$ cat config.mk
export PLATFORM = sky130hd
export DESIGN_NAME = hazard_ctrl
export DESIGN_NICKNAME = d
export VERILOG_FILES = /design/src/rtl/hazard_ctrl.sv
export SDC_FILE = /design/constraint.sdc
export NUM_CORES = 1
export LEC_CHECK = 0
export ABC_AREA = 1
export CAP_MARGIN = 20
export CORE_ASPECT_RATIO = 1.4
export CORE_UTILIZATION = 45
export CTS_CLUSTER_DIAMETER = 60
export CTS_CLUSTER_SIZE = 25
export DETAILED_ROUTE_END_ITERATION = 8
export PLACE_DENSITY = 0.86
export SLEW_MARGIN = 15
export SYNTH_ARGS = -nofsm -noshare
export SYNTH_HDL_FRONTEND = slang
export SYNTH_SLANG_ARGS = --single-unit
$ cat constraint.sdc
create_clock -name clk -period 6.2 [get_ports clk]
set_input_delay 1.55 -clock clk [delete_from_list [all_inputs] [get_ports clk]]
set_output_delay 1.55 -clock clk [all_outputs]
set_load 0.03 [all_outputs]
$ cat src/rtl/hazard_ctrl.sv
// -----------------------------------------------------------------------------
// hazard_ctrl
//
// Hazard and sequencing controller for the five-stage MIPS pipeline.
//   * Tuse/Tnew data-hazard detection against the E and M stage writers.
//   * Multiply/divide busy counter. Mult/div-family instructions wait in D
//     while the unit is busy or starting.
//   * Exception/interrupt request (req). It flushes every stage register and
//     overrides every stall.
//
// Ports
//   clk                      single clock, all state on posedge
//   reset                    asynchronous, active-low
//   D_rs, D_rt        [4:0]  source registers of the instruction in D
//   D_Tuse_rs/_rt     [1:0]  cycles until D needs the operand (3 = not read)
//   D_md                     D holds mult/multu/div/divu/mfhi/mflo/mthi/mtlo
//   E_A3, M_A3        [4:0]  destination register in E / M
//   E_T_new, M_T_new  [1:0]  cycles until the E / M result is available
//   E_RegWrite, M_RegWrite   E / M instruction writes the GRF
//   E_start                  mult/div unit starts in E this cycle
//   E_md_div                 with E_start: 1 = div/divu, 0 = mult/multu
//   int_req                  exception/interrupt taken at M this cycle
//   stall                    hold PC and regD, bubble regE (combinational)
//   req                      flush all stages, load handler PC (combinational)
//   md_busy                  mult/div unit busy (md_count != 0)
//   md_count          [3:0]  remaining busy cycles
//   stall_cycles     [31:0]  saturating count of stalled cycles
// -----------------------------------------------------------------------------
module hazard_ctrl #(
   parameter int MULT_CYCLES = 5,
   parameter int DIV_CYCLES  = 10
) (
   input  logic        clk,
   input  logic        reset,
   input  logic [4:0]  D_rs,
   input  logic [4:0]  D_rt,
   input  logic [1:0]  D_Tuse_rs,
   input  logic [1:0]  D_Tuse_rt,
   input  logic        D_md,
   input  logic [4:0]  E_A3,
   input  logic [4:0]  M_A3,
   input  logic [1:0]  E_T_new,
   input  logic [1:0]  M_T_new,
   input  logic        E_RegWrite,
   input  logic        M_RegWrite,
   input  logic        E_start,
   input  logic        E_md_div,
   input  logic        int_req,
   output logic        stall,
   output logic        req,
   output logic        md_busy,
   output logic [3:0]  md_count,
   output logic [31:0] stall_cycles
);

   localparam logic [1:0] TUSE_NONE  = 2'd3;
   localparam logic [3:0] MULT_LOAD  = 4'(MULT_CYCLES);
   localparam logic [3:0] DIV_LOAD   = 4'(DIV_CYCLES);

   logic rs_stall;
   logic rt_stall;
   logic md_stall;

   // A source operand must wait when an older in-flight writer of the same
   // register produces its value later than D needs it. $0 is never a real
   // dependency, and an operand that is not read never waits. W has Tnew = 0
   // and is always covered by forwarding.
   function automatic logic src_stall(
      input logic [4:0] src,
      input logic [1:0] tuse,
      input logic       e_we,
      input logic [4:0] e_a3,
      input logic [1:0] e_tnew,
      input logic       m_we,
      input logic [4:0] m_a3,
      input logic [1:0] m_tnew
   );
      logic hit_e;
      logic hit_m;
      hit_e = e_we && (e_a3 == src) && (e_tnew > tuse);
      hit_m = m_we && (m_a3 == src) && (m_tnew > tuse);
      return (src != 5'd0) && (tuse != TUSE_NONE) && (hit_e || hit_m);
   endfunction

   // NOTE: combinational logic uses blocking '=' and gives every output a
   // default first, so no path through the block can infer a latch.
   always_comb begin
      rs_stall = 1'b0;
      rt_stall = 1'b0;
      md_stall = 1'b0;
      stall    = 1'b0;

      rs_stall = src_stall(D_rs, D_Tuse_rs, E_RegWrite, E_A3, E_T_new,
                           M_RegWrite, M_A3, M_T_new);
      rt_stall = src_stall(D_rt, D_Tuse_rt, E_RegWrite, E_A3, E_T_new,
                           M_RegWrite, M_A3, M_T_new);
      // A start in E this cycle occupies the unit just as a running count does.
      md_stall = D_md && (md_busy || E_start);
      // The flush request squashes the instruction in D anyway, so stalling
      // it would only hold a dead instruction.
      stall    = (rs_stall || rt_stall || md_stall) && !int_req;
   end

   assign req     = int_req;
   assign md_busy = (md_count != 4'd0);

   // NOTE: sequential state uses non-blocking '<=' so every flop samples the
   // pre-edge values of the others, independent of statement order.
   always_ff @(posedge clk or negedge reset) begin
      if (!reset) begin
         md_count <= 4'd0;
      end else if (E_start && !int_req) begin
         // The start in E is younger than a faulting M instruction, so a
         // concurrent int_req cancels it. A reload while busy is allowed;
         // the D stall normally keeps it from happening.
         md_count <= E_md_div ? DIV_LOAD : MULT_LOAD;
      end else if (md_count != 4'd0) begin
         // A running count is an older committed operation: int_req never
         // aborts it.
         md_count <= md_count - 4'd1;
      end
   end

   always_ff @(posedge clk or negedge reset) begin
      if (!reset) begin
         stall_cycles <= 32'd0;
      end else if (stall && (stall_cycles != 32'hFFFF_FFFF)) begin
         stall_cycles <= stall_cycles + 32'd1;
      end
   end

endmodule

# After elaboration in Yosys (flattened, before gate mapping)
# Index checks and enable logic that the tools add are counted.
# Widths: inputs -> output; s select.
# totals
ram_bits	0
n_memories	0
regBits	36
out_inout_bits	39
latch_bits	0
romBits	0
# classes
shifts	0
bitwise	0
eq_ne	7
div_mod_pow	0
magnitude_cmp	4
add_sub_neg	2
n_mul	0
n_mux	3
n_reduce_logical	26
# op_table
operator	n
$add 32x1->32 const B	1
$ne 32x32->1 const B	1
$eq 5x5->1	4
$logic_and 1x1->1	16
$mux 4	3
$reduce_bool 5->1	2
$gt 2x2->1	4
$logic_or 1x1->1	5
$ne 2x2->1 const B	2
$reduce_bool 4->1	1
$sub 4x1->4 const B	1
$reduce_bool 2->1	1
$logic_not 1->1	1

# Longest topological paths before layout
# Gate-level depths: netlist of run 1.
# depth
depth_word	9
depth_mapped	15

# Worst setup path after synthesis of run 1
# No wires, ideal clock.
# synth_path
kind	input to output
from	input port D_Tuse_rs[1]
to	output port stall
setup_slack_ns	1.789
stages	14
t_arrival_ns	2.861
cell_sequence	inv_1 ha_1 nand2_1 inv_1 nor2_1 nand2_1 nor2_1 nand2_1 nand2_1 nand2_1 nand3_2 buf_2 nand2_1 inv_1
# synth_between
elab_chain_cells	7
elab_cells_between_ends	11
# synth_rtl
element	line_no	text
start: declaration	37	input logic [1:0] D_Tuse_rs,
$gt 2x2->1 (on tied branches)	80, 81	
$logic_and 1x1->1 (on tied branches)	80, 81	
$logic_or 1x1->1	82	return (src != 5'd0) && (tuse != TUSE_NONE) && (hit_e || hit_m);
$logic_and 1x1->1 *	82	
$logic_or 1x1->1 * (2 in a row)	101	stall = (rs_stall || rt_stall || md_stall) && !int_req;
$logic_and 1x1->1 *	101	
end: declaration	49	output logic stall,
# Mark *: on every way between the ends. The rest lies on a longest branch, timed or not.

# Final worst setup path of run 1
# Same ends and word-level chain as after synthesis.

==> metrics.cfg, run 1 <==
[setup_path]
reg2reg_depth=9
crit_required_ns=4.65
cp-end-kind=output port
crit_fanout=2
regToRegStartpoint=stall_cycles[0]
critPathArrivalTime_ns=3.84
ff2ff_setup_slack_ns=3.93
cp-start-kind=input pin
path_class=in -> out
timing.rr.end=stall_cycles[7]

[yosys]
synth_area_leaders=dfrtp_1, nand2_1, nand4_1, nor2_1, inv_1
yosys.area.top_type_share_pct=28.9
synth_flop_cell=dfrtp_1
async_flop_share_pct=100
synth_cells=469
synth-edff-count=0
synthMostInstantiatedCell=nand2_1
syn_avg_cell_area_um2=6.65
seq_area_frac_synth_pct=28.9
ys_types=26
ys_warn_count=0
synth_area_um2=3120
synth_top_cell_by_area=dfrtp_1
syn-num-nets=516
ys_ff_latch=36
synth_commonest_cells=nand2_1, nor2_1, inv_1

[clocking]
cts_resized=0
clk_path_buf_depth=2
cts_buffers=5
postCtsHoldBufs=0
cts_tree=yes
clock_sinks=36
post-cts-setup-buffers=0
clk_root_buffer_cell=clkbuf_8
htree_levels=2
clk_pin_slew_ns=0.07
insertion_delay_ns=0.29

[cells_and_area]
area.growth.synth_to_final_pct=27.5
layout.nets=586
post_route_cells_drive_above_1_share_pct=4.81
antenna_cells=0
fin_area_um2=3980

[floorplan]
core_um2=6660
die_h_um=100
start_util_pct=46.8
die-area_um2=7270
ios=75
dieWidth_um=72.4
std_cell_rows=35

[global_route]
grt_max_degree=41
grt_pass1_vias=3329
antenna_found_initial=0
gr-total-overflow=0
grt_pass1_wl_um=14100
track_usage_pct=24.5

[place]
dp_hpwl_um=6340
place_area_um2=3880
io_buffers=74
gp_congestion=0.933

[sta]
relSlewSlack_pct=70.1
finClkSkew_ns=0.00293
slew_violations=0
hold_viol=0
tightestPinTransition_ns=0.448
setup_viol=0
fin_tns_setup_ns=0
timing.final.crit_period_ns=5.39
min_period_over_period_pct=86.9
rsz0062_at_grt=no
max_freq_mhz=186

[drt]
vias=3348
ant_nets=0
drcViolationCount=0
drt-initial-drc-count=228
drt-vias-per-instance=5.30
wire_per_inst_um=13.0
dr.pass1.iters=5
routed_wirelength_um=8190

[worst_hold_path]
min_delay_worst_endpoint=stall_cycles[30]
hp-start=stall_cycles[30]
min_path_type=reg -> reg
holdPathStages=2

[run]
maxCapViolations=0

[power]
peakVddDrop_uv=106
p_leak_nw=1.91
p_per_area_nw_per_um2=195
power_mw=0.777

[status]
status=complete, no violations

==> sequential cells by signal (all words and copies together) (netlist names) <==
signal and flops:
md_count 4, stall_cycles 32
==> worst max-delay path, cell delays in order <==
cell and delay, ns:
clkdlybuf4s50_1 0.49, inv_1 0.07, ha_1 0.31, nand2_1 0.08
inv_1 0.04, nor2_1 0.10, nand2_1 0.06, nor2_1 0.11
nand2_1 0.06, nand2_1 0.05, nand2_1 0.07, nand3_2 0.08
nand2_1 0.05, inv_1 0.06, clkdlybuf4s50_1 0.66
==> report_power, final <==
part | switching [mW] | internal (mW) | leakage [nW]
logic | 0.178 | 0.128 | 1.37
registers | 0.0366 | 0.262 | 0.489
clock network | 0.0816 | 0.0906 | 0.0455
==> cells by family after synthesis <==
group,synth area share (%)
xor+xnor,9.83
fa+ha+maj,4.41
flops,28.9
simple gates,43.6
buf+inv,10.2
compound gates,3.05
==> cell type report <==
| cell class | instances | area [um^2] |
|---|---|---|
| Clock buffer | 8 | 90.1 |
| Inverter | 55 | 206 |
| Tap cell | 92 | 115 |
| Multi-Input combinational cell | 364 | 1900 |
| Fill cell | 609 | 2680 |
| Timing Repair Buffer | 77 | 763 |
| Sequential cell | 36 | 901 |
==> metal layers <==
layer  wire length, um  track usage, %
met1              2950            24.2
met2              4400            45.1
met3               402            4.60
met4               436            17.0
met5                 0               0
==> worst max-delay path by stage <==
stage	start	to	slack, ns	depth (start not counted)
6_report	D_Tuse_rs[1]	stall	0.81	15
5_1_grt	D_Tuse_rt[1]	stall	0.63	13
4_1_cts	D_Tuse_rs[1]	stall	0.81	15
3_5_place_dp	D_Tuse_rs[1]	stall	0.83	15
3_3_place_gp	D_Tuse_rs[1]	stall	0.89	15
2_1_floorplan	D_Tuse_rs[1]	stall	1.79	14
==> metrics by stage <==
stage,worst slack (ns),instances,utilization [%],hold slack (ns)
2_1_floorplan,1.79,469,-,0.680
3_3_place_gp,0.887,624,58.4,0.542
3_5_place_dp,0.826,624,58.4,0.555
4_1_cts,0.808,632,59.7,0.570
5_1_grt,0.626,632,59.7,0.609
6_report,0.812,632,59.7,0.566
==> cell usage in the layout, fill, tap and decap left out, drive strengths merged <==
master	n
nor2	62
nor3	7
clkdlybuf4s50	74
a21oi	8
ha	11
o21ai	5
inv	55
nand3	22
dfrtp	36
o211ai	1
xnor2	20
xor2	15
o21bai	3
buf	3
nand3b	5
nand4	36
clkbuf	8
nand2	169
No activity file was read; power rests on OpenSTA's default activity.
==> run 2: changes to the inputs <==
--- a/config.mk
+++ b/config.mk
@@ -17,3 +17,4 @@
 export SYNTH_ARGS = -nofsm -noshare
 export SYNTH_HDL_FRONTEND = slang
 export SYNTH_SLANG_ARGS = --single-unit
+export TNS_END_PERCENT = 30
==> results of run 2 <==
Final layout, timing and power as in run 1 (identical DEF).
==> run 3: changes to the inputs <==
--- a/config.mk
+++ b/config.mk
@@ -12,6 +12,8 @@
 export CTS_CLUSTER_DIAMETER = 60
 export CTS_CLUSTER_SIZE = 25
 export DETAILED_ROUTE_END_ITERATION = 8
+export GPL_ROUTABILITY_DRIVEN = 0
+export HOLD_SLACK_MARGIN = 0.12
 export PLACE_DENSITY = 0.86
 export SLEW_MARGIN = 15
 export SYNTH_ARGS = -nofsm -noshare
==> metrics.cfg, run 3 (synthesized netlist as in run 1, its figures left out) <==
[global_route]
track_usage_pct=24.3  ; was 24.5%
grt_max_degree=41  ; unchanged
antenna_found_initial=0  ; unchanged
gr-total-overflow=0  ; unchanged
grt_pass1_vias=3289  ; was 3,329
grt_pass1_wl_um=14000  ; was 14,100 um

[setup_path]
crit_path_frequent_cell=nand2_1  ; unchanged
path_cells=clkdlybuf4s50_1, inv_1, ha_1, nand2_1, inv_1, nor2_1, nand2_1, nor2_1, nand2_1, nand2_1, nand2_1, nand3_2, nand2_1, inv_1, clkdlybuf4s50_1  ; unchanged
crit_required_ns=4.65  ; about the same
critPathArrivalTime_ns=3.83  ; was 3.84 ns
path_buf_inv=5  ; unchanged
crit_slowest_cell=clkdlybuf4s50_1  ; unchanged
cp-start-kind=input pin  ; unchanged
crit_fanout=2  ; unchanged
path_class=in -> out  ; unchanged
cp-end-kind=output port  ; unchanged
slowest_delay_ns=0.66  ; about the same
path_delay_family=buffers and inverters  ; unchanged

[sta]
finClkSkew_ns=0.00428  ; was 0.00293 ns
max_freq_mhz=186  ; about the same
slew_violations=0  ; unchanged
timing.final.crit_period_ns=5.38  ; was 5.39 ns
setup_viol=0  ; unchanged
relSlewSlack_pct=69.8  ; was 70.1%
min_period_over_period_pct=86.7  ; was 86.9%
hold_viol=0  ; unchanged
fin_tns_setup_ns=0  ; unchanged
finalWorstSetupSlack_ns=0.825  ; was 0.812 ns
rsz0062_at_grt=no  ; unchanged
tightestPinTransition_ns=0.454  ; was 0.448 ns

[drt]
routed_wirelength_um=8230  ; was 8190 um
ant_nets=0  ; unchanged
drt-initial-drc-count=256  ; was 228
vias=3356  ; was 3,348
dr.pass1.iters=4  ; was 5
drcViolationCount=0  ; unchanged
wire_per_inst_um=13.0  ; about the same
drt-vias-per-instance=5.31  ; was 5.30

[floorplan]
ios=75  ; unchanged
die_h_um=100  ; unchanged
dieWidth_um=72.4  ; unchanged
core_um2=6660  ; unchanged
std_cell_rows=35  ; unchanged
die-area_um2=7270  ; unchanged
start_util_pct=46.8  ; unchanged

[cells_and_area]
area.growth.synth_to_final_pct=27.5  ; unchanged
post_route_cells_drive_above_1_share_pct=4.81  ; unchanged
largest-register=stall_cycles  ; unchanged
antenna_cells=0  ; unchanged
multi_input_area_um2=1900  ; unchanged
largest_reg_flops=32  ; unchanged
nFillCells=628  ; was 609
final_cell_mix=nand2_1, clkdlybuf4s50_1, nor2_1, inv_1  ; unchanged
final-seq-area_um2=901  ; unchanged
layout_commonest_cell=nand2_1  ; unchanged
layout.nets=586  ; unchanged
reg_top3=stall_cycles (32), md_count (4)  ; unchanged

[clocking]
clock_sinks=36  ; unchanged
cts_buffers=5  ; unchanged
clk_path_buf_depth=2  ; unchanged
insertion_delay_ns=0.29  ; about the same
cts_tree=yes  ; unchanged
post-cts-setup-buffers=0  ; unchanged
clk_root_buffer_cell=clkbuf_8  ; unchanged
cts_resized=0  ; unchanged
postCtsHoldBufs=0  ; unchanged
htree_levels=2  ; unchanged
clk_pin_slew_ns=0.07  ; about the same

[place]
dp_hpwl_um=6350  ; was 6340 um
dpl_worst_slack_ns=0.847  ; was 0.826 ns
io_buffers=74  ; unchanged

[worst_hold_path]
min_path_type=reg -> reg  ; unchanged

[status]
status=complete, no violations  ; unchanged

[run]
maxCapViolations=0  ; unchanged

[power]
peakVddDrop_uv=97.1  ; was 106 uV
p_leak_nw=1.91  ; unchanged
p_per_area_nw_per_um2=195  ; about the same

## run 3: report_power, final
group	total [mW]	switching (mW)	internal (mW)	leakage, nW
combinational	0.305	0.177	0.128	1.37
clock	0.172	0.0815	0.0906	0.0455
sequential	0.299	0.0370	0.262	0.489
## run 3: final cells by class
class,instances,area share [%]
inverters,55,5.19
well taps,92,2.90
flip-flops and latches,36,22.7
multi-input cells,364,47.8
repair buffers,77,19.2
clock buffers,8,2.27
## run 3: path summary, 6_finish.rpt
check	startpoint	end	slack, ns	cells past startpoint
max	D_Tuse_rs[1]	stall	0.82	15
min	stall_cycles[23]	stall_cycles[23]	0.56	2
max reg2reg	stall_cycles[0]	stall_cycles[15]	3.97	9
min reg2reg	stall_cycles[23]	stall_cycles[23]	0.56	2
max in group asynchronous	reset	stall_cycles[4]	4.21	2
min in group asynchronous	reset	stall_cycles[10]	1.67	2
## run 3: metal layers
layer | up-vias | routed length [um] | global-route usage, %
li1 | 1623 | - | -
met4 | 0 | 469 | 15.8
met1 | 1548 | 2920 | 24.8
met3 | 43 | 396 | 3.10
met2 | 142 | 4450 | 45.4
met5 | - | 0 | 0
## run 3: metrics by stage
step	power, mW	hold slack (ns)	util (%)	instances	cell area, um^2
floorplan	0.487	0.680	-	469	3120
global placement	0.598	0.543	58.4	624	3880
detailed placement	0.609	0.541	58.4	624	3880
CTS	0.781	0.558	59.7	632	3980
global route	0.827	0.604	59.7	632	3980
finish	0.777	0.555	59.7	632	3980
## run 3: worst reg2reg max path: cells and delay by family, from the launching register on
kind	cells	cell delay (ns)
fa+ha+maj	1	0.27
flops	1	0.47
buf+inv	1	0.10
simple gates	7	1.32
